**src/rtl/membrane_integrator.sv**
```systemverilog
// Per-lane leaky membrane integrator for the spiking datapath: integrates synaptic
// current with arithmetic-shift leak over a window of TIMESTEPS steps, with reset-by-subtraction on spikes.
module membrane_integrator #(
    parameter int NUM_NEURONS = 2,
    parameter int DATA_WIDTH  = 16,
    parameter int LEAK_SHIFT  = 4,
    parameter int TIMESTEPS   = 16,
    parameter int TS_WIDTH    = 5
) (
    input  logic                              clk,
    input  logic                              rst,
    input  logic                              start,
    input  logic                              in_valid,
    output logic                              in_ready,
    input  logic [NUM_NEURONS*DATA_WIDTH-1:0] in_current,
    input  logic [NUM_NEURONS*DATA_WIDTH-1:0] threshold,
    input  logic                              spike_valid,
    input  logic [NUM_NEURONS-1:0]            spike_in,
    output logic [NUM_NEURONS*DATA_WIDTH-1:0] membrane_potential,
    output logic                              mp_valid,
    output logic [TS_WIDTH-1:0]               timestep,
    output logic                              busy,
    output logic                              done
);

    localparam int W  = DATA_WIDTH;
    localparam int EW = DATA_WIDTH + 2;
    localparam logic signed [EW-1:0]  SAT_MAX = {3'b000, {(W-1){1'b1}}};
    localparam logic signed [EW-1:0]  SAT_MIN = {3'b111, {(W-1){1'b0}}};
    localparam logic [TS_WIDTH-1:0]   LAST_TS = TS_WIDTH'(TIMESTEPS - 1);

    typedef enum logic [1:0] {
        IDLE,
        INTEGRATE,
        WAIT_SPIKE,
        DONE
    } state_t;

    state_t state, state_next;

    logic [NUM_NEURONS*W-1:0] integ_next;
    logic [NUM_NEURONS*W-1:0] spike_next;

    // Two guard bits keep v - leak + current exact before clamping back to W bits.
    function automatic logic [W-1:0] saturate(input logic signed [EW-1:0] x);
        if (x > SAT_MAX)
            return SAT_MAX[W-1:0];
        else if (x < SAT_MIN)
            return SAT_MIN[W-1:0];
        else
            return x[W-1:0];
    endfunction

    function automatic logic [W-1:0] integrate(input logic [W-1:0] v, input logic [W-1:0] c);
        logic signed [EW-1:0] v_ext;
        logic signed [EW-1:0] c_ext;
        v_ext = EW'($signed(v));
        c_ext = EW'($signed(c));
        return saturate(v_ext - (v_ext >>> LEAK_SHIFT) + c_ext);
    endfunction

    function automatic logic [W-1:0] subtract(input logic [W-1:0] v, input logic [W-1:0] th);
        logic signed [EW-1:0] v_ext;
        logic signed [EW-1:0] th_ext;
        v_ext  = EW'($signed(v));
        th_ext = EW'($signed(th));
        return saturate(v_ext - th_ext);
    endfunction

    always_comb begin
        // NOTE: every always_comb output gets a default first so no path can infer a latch.
        integ_next = '0;
        spike_next = '0;
        for (int i = 0; i < NUM_NEURONS; i++) begin
            integ_next[i*W +: W] = integrate(membrane_potential[i*W +: W], in_current[i*W +: W]);
            spike_next[i*W +: W] = spike_in[i] ? subtract(membrane_potential[i*W +: W], threshold[i*W +: W])
                                               : membrane_potential[i*W +: W];
        end
    end

    always_ff @(posedge clk) begin
        // NOTE: sequential state uses non-blocking assignments so all registers update from pre-edge values.
        if (rst)
            state <= IDLE;
        else
            state <= state_next;
    end

    always_comb begin
        state_next = state;
        in_ready   = 1'b0;
        busy       = 1'b1;
        done       = 1'b0;
        case (state)
            IDLE: begin
                busy = 1'b0;
                if (start)
                    state_next = INTEGRATE;
            end
            INTEGRATE: begin
                in_ready = 1'b1;
                if (in_valid)
                    state_next = WAIT_SPIKE;
            end
            WAIT_SPIKE: begin
                if (spike_valid)
                    state_next = (timestep == LAST_TS) ? DONE : INTEGRATE;
            end
            DONE: begin
                done       = 1'b1;
                state_next = IDLE;
            end
            default: state_next = IDLE;
        endcase
    end

    always_ff @(posedge clk) begin
        if (rst) begin
            membrane_potential <= '0;
            timestep           <= '0;
            mp_valid           <= 1'b0;
        end else begin
            mp_valid <= (state == INTEGRATE) && in_valid;
            case (state)
                IDLE: begin
                    if (start) begin
                        membrane_potential <= '0;
                        timestep           <= '0;
                    end
                end
                INTEGRATE: begin
                    if (in_valid)
                        membrane_potential <= integ_next;
                end
                WAIT_SPIKE: begin
                    if (spike_valid) begin
                        membrane_potential <= spike_next;
                        timestep <= (timestep == LAST_TS) ? '0 : timestep + TS_WIDTH'(1);
                    end
                end
                default: ;
            endcase
        end
    end

endmodule
```
**config.mk**
```make
export PLATFORM = sky130hd
export DESIGN_NAME = membrane_integrator
export DESIGN_NICKNAME = d
export VERILOG_FILES = /design/src/rtl/membrane_integrator.sv
export SDC_FILE = /design/constraint.sdc
export NUM_CORES = 1
export LEC_CHECK = 0
export ABC_AREA = 1
export CORE_MARGIN = 4
export CORE_UTILIZATION = 30
export DETAILED_ROUTE_END_ITERATION = 12
export GPL_ROUTABILITY_DRIVEN = 1
export GPL_TIMING_DRIVEN = 0
export PLACE_DENSITY_LB_ADDON = 0.1
export SLEW_MARGIN = 20
export SYNTH_ARGS = -nofsm -noshare
export SYNTH_HDL_FRONTEND = slang
export SYNTH_SLANG_ARGS = --single-unit
```
**constraint.sdc**
```tcl
create_clock -name clk -period 3.6 [get_ports clk]
set_input_delay 0.72 -clock clk [delete_from_list [all_inputs] [get_ports clk]]
set_output_delay 0.72 -clock clk [all_outputs]
set_load 0.01 [all_outputs]
```
==> flow_metrics.tcl <==
set metrics [dict create \
    status "finished, final reports clean" \
    cts_buffer_depth 2 \
    drv_slew 0 \
    drc 0 \
    ys_ff_latch 40 \
    leakage_nw 4.85 \
    tns_ps 0 \
    dieArea_sq_mm 0.0269 \
    fmax_ghz 0.294 \
    io_buffer_count 110 \
    hold_viol_final 0 \
    start_util 0.308 \
    firstDrtPassIters 4 \
    cellPowerDensity_mw_per_mm2 717 \
    yosysWarnings 0 \
    crit_path_end_kind "register" \
    synth_most_common_cell "nand2_1" \
    numPlacedInstances 1649 \
    synth_edf_count 0 \
    yosysTopAreaCellShare 0.219 \
    ys_types 41 \
    syn_to_final_growth_pct 27.0 \
    viasPerCell 4.39 \
    synthTopCellsByCount "426 x nand2_1, 251 x inv_1, 78 x a21oi_1, 78 x ha_1, 74 x nand3_1" \
    die_x_um 164 \
    clkTransAtPathRegs_ps 70 \
    htree_levels 2 \
    seq_area_frac_synth 0.110 \
    finalNetCount 1524 \
    dp_hpwl_um 18500 \
    crit_type "input pin to register" \
    arrival_ps 3620 \
    synthFlopType "dfxtp_1" \
    grt_pass1_vias 6717 \
    drtIter0Drc 345 \
    syn-instance-count 1220 \
    drive_above_1_share 0.106 \
    place_congestion 0.883 \
    vias 7301 \
    whs_ps 479 \
    cts-buffers-inserted 5 \
    maxCapViolCount 0 \
    finalCriticalPeriod_ps 3400 \
    antenna_cells 0 \
    clkLatencyLatePin_ps 290 \
    worstPathRequired_ps 3810 \
    cts_root_buf "clkbuf_16" \
    drt-total-wl_um 21900 \
    critPathLaunchType "input pin" \
    design.core.area_sq_mm 0.0237 \
    final-setup-viol-count 0 \
    grt_first_pass_wirelength_um 34500 \
    clock-sinks 40 \
    synthArstFlopShare 0 \
    ant_nets 0 \
    finClkSkew_ps 7.63 \
    syn_area_per_cell_sq_um 5.99 \
    gr-usage-all-layers 0.160 \
    rows 56 \
    die_y_um 164 \
    finalCritPeriodShare 0.945 \
    worst_pin_slew_ps 717 \
    synth_area_leaders "nand2_1 22%, ha_1 13%, inv_1 13%, dfxtp_1 11%, fa_1 8.8%" \
    max-vdd-ir-drop_v 0.000199 \
    crit_path_max_fanout 4 \
    relSlewSlack 0.522 \
    synth.largest_area_cell "nand2_1" \
    syn_nets 1401 \
    pin_count 112 \
    final_cells 1663 \
    min_path_type "register to register" \
    grt_antenna_before_repair 0 \
    cts_tree "yes" \
    grt-ovfl-total 0 \
    wire_per_inst_um 13.2 \
    power_mw 6.65 \
    grt_max_degree 14 \
    synth_area_sq_mm 0.00731 \
]
-- stage by stage --
stage | util | worst slack [ps] | area (sq um)
after CTS | 0.380 | 23.0 | 9000
after global routing | 0.392 | -18.0 | 9280
after global placement | 0.372 | -387 | 8810
after floorplan | - | 486 | 7310
after detailed placement | 0.372 | -414 | 8810
final | 0.392 | 197 | 9280
-- cell type report --
class                           count  area [sq um]
Fill cell                        2709         14400
Multi-Input combinational cell    899          5640
Timing Repair Buffer              115          1140
Inverter                          265           997
Sequential cell                    40           801
Tap cell                          319           399
Buffer                             17           134
Clock buffer                        5           125
Clock inverter                      3          42.5
-- state kept, by name, summed over array words and instances (netlist names) --
register / cells
membrane_potential: 32
timestep: 5
state: 2
mp_valid: 1
-- final timing paths --
kind / end / slack (ps) / cells after the start / start
hold / removal: timestep[4]$_SDFFE_PP0P_ / 480 / 2 / timestep[4]$_SDFFE_PP0P_
hold reg to reg: timestep[4]$_SDFFE_PP0P_ / 480 / 2 / timestep[4]$_SDFFE_PP0P_
setup / recovery: membrane_potential[13]$_SDFFE_PP0P_ / 200 / 20 / in_current[9]
setup reg to reg: membrane_potential[25]$_SDFFE_PP0P_ / 460 / 18 / membrane_potential[21]$_SDFFE_PP0P_
-- what timing repair did --
action | CTS | global route
setup endpoints to repair | 9 | 30
gates cloned | 0 | 1
hold buffers | 0 | 0
resized for setup | 3 | 44
buffers inserted | 3 | 2
pin swaps | 2 | 6
hold endpoints to repair | 0 | 0
-- power by group --
part	leakage, nW	internal, mW	switching, mW
clock network	0.0798	0.326	0.207
registers	0.323	0.525	0.169
logic	4.45	2.16	3.26
total	4.85	3.02	3.64
-- cell families after synthesis --
| logic type | count (synthesis) | share of synthesized area |
|---|---|---|
| xor gates and xnor gates | 47 | 0.0563 |
| AOI/OAI and AO/OA | 126 | 0.103 |
| and+or+nand+nor | 615 | 0.356 |
| buffers and inverters | 282 | 0.154 |
| adders and majority gates | 110 | 0.221 |
| DFF | 40 | 0.110 |
-- worst max-delay path, cell delays in order --
cell and delay [ps]:
clkdlybuf4s50_1 450, inv_1 50, fa_1 520, inv_1 40, ha_1 360, nand2_1 120
inv_1 70, nand2_1 60, nand2_1 70, a21oi_1 230, nand2_1 110, nand2_1 60
nand2_1 50, nand2_1 100, nand2_1 160, nand2_1 110, nand3_1 80, nand2_1 70
nand2_1 60, a21oi_1 120
-- per-layer routing --
layer / GRT usage / wire, um / vias up
met4: 0.0172 / 146 / 0
li1: - / - / 3964
met5: 0 / 0 / -
met3: 0.0241 / 922 / 8
met2: 0.230 / 8570 / 116
met1: 0.257 / 12200 / 3213
-- cell usage in the layout, fill, tap and decap left out, types with 6 or more instances in the layout --
master	count
dfxtp_1	40
xor2_1	25
xnor2_1	22
clkdlybuf4s50_1	110
inv_2	13
ha_4	13
nand2_1	417
a21oi_2	27
nand2_2	28
nand3_1	72
nor2_1	56
o21ai_0	8
buf_4	9
inv_1	251
fa_1	30
ha_2	6
a21oi_1	70
ha_1	59
Note: power is estimated with default switching activity, not from simulation.
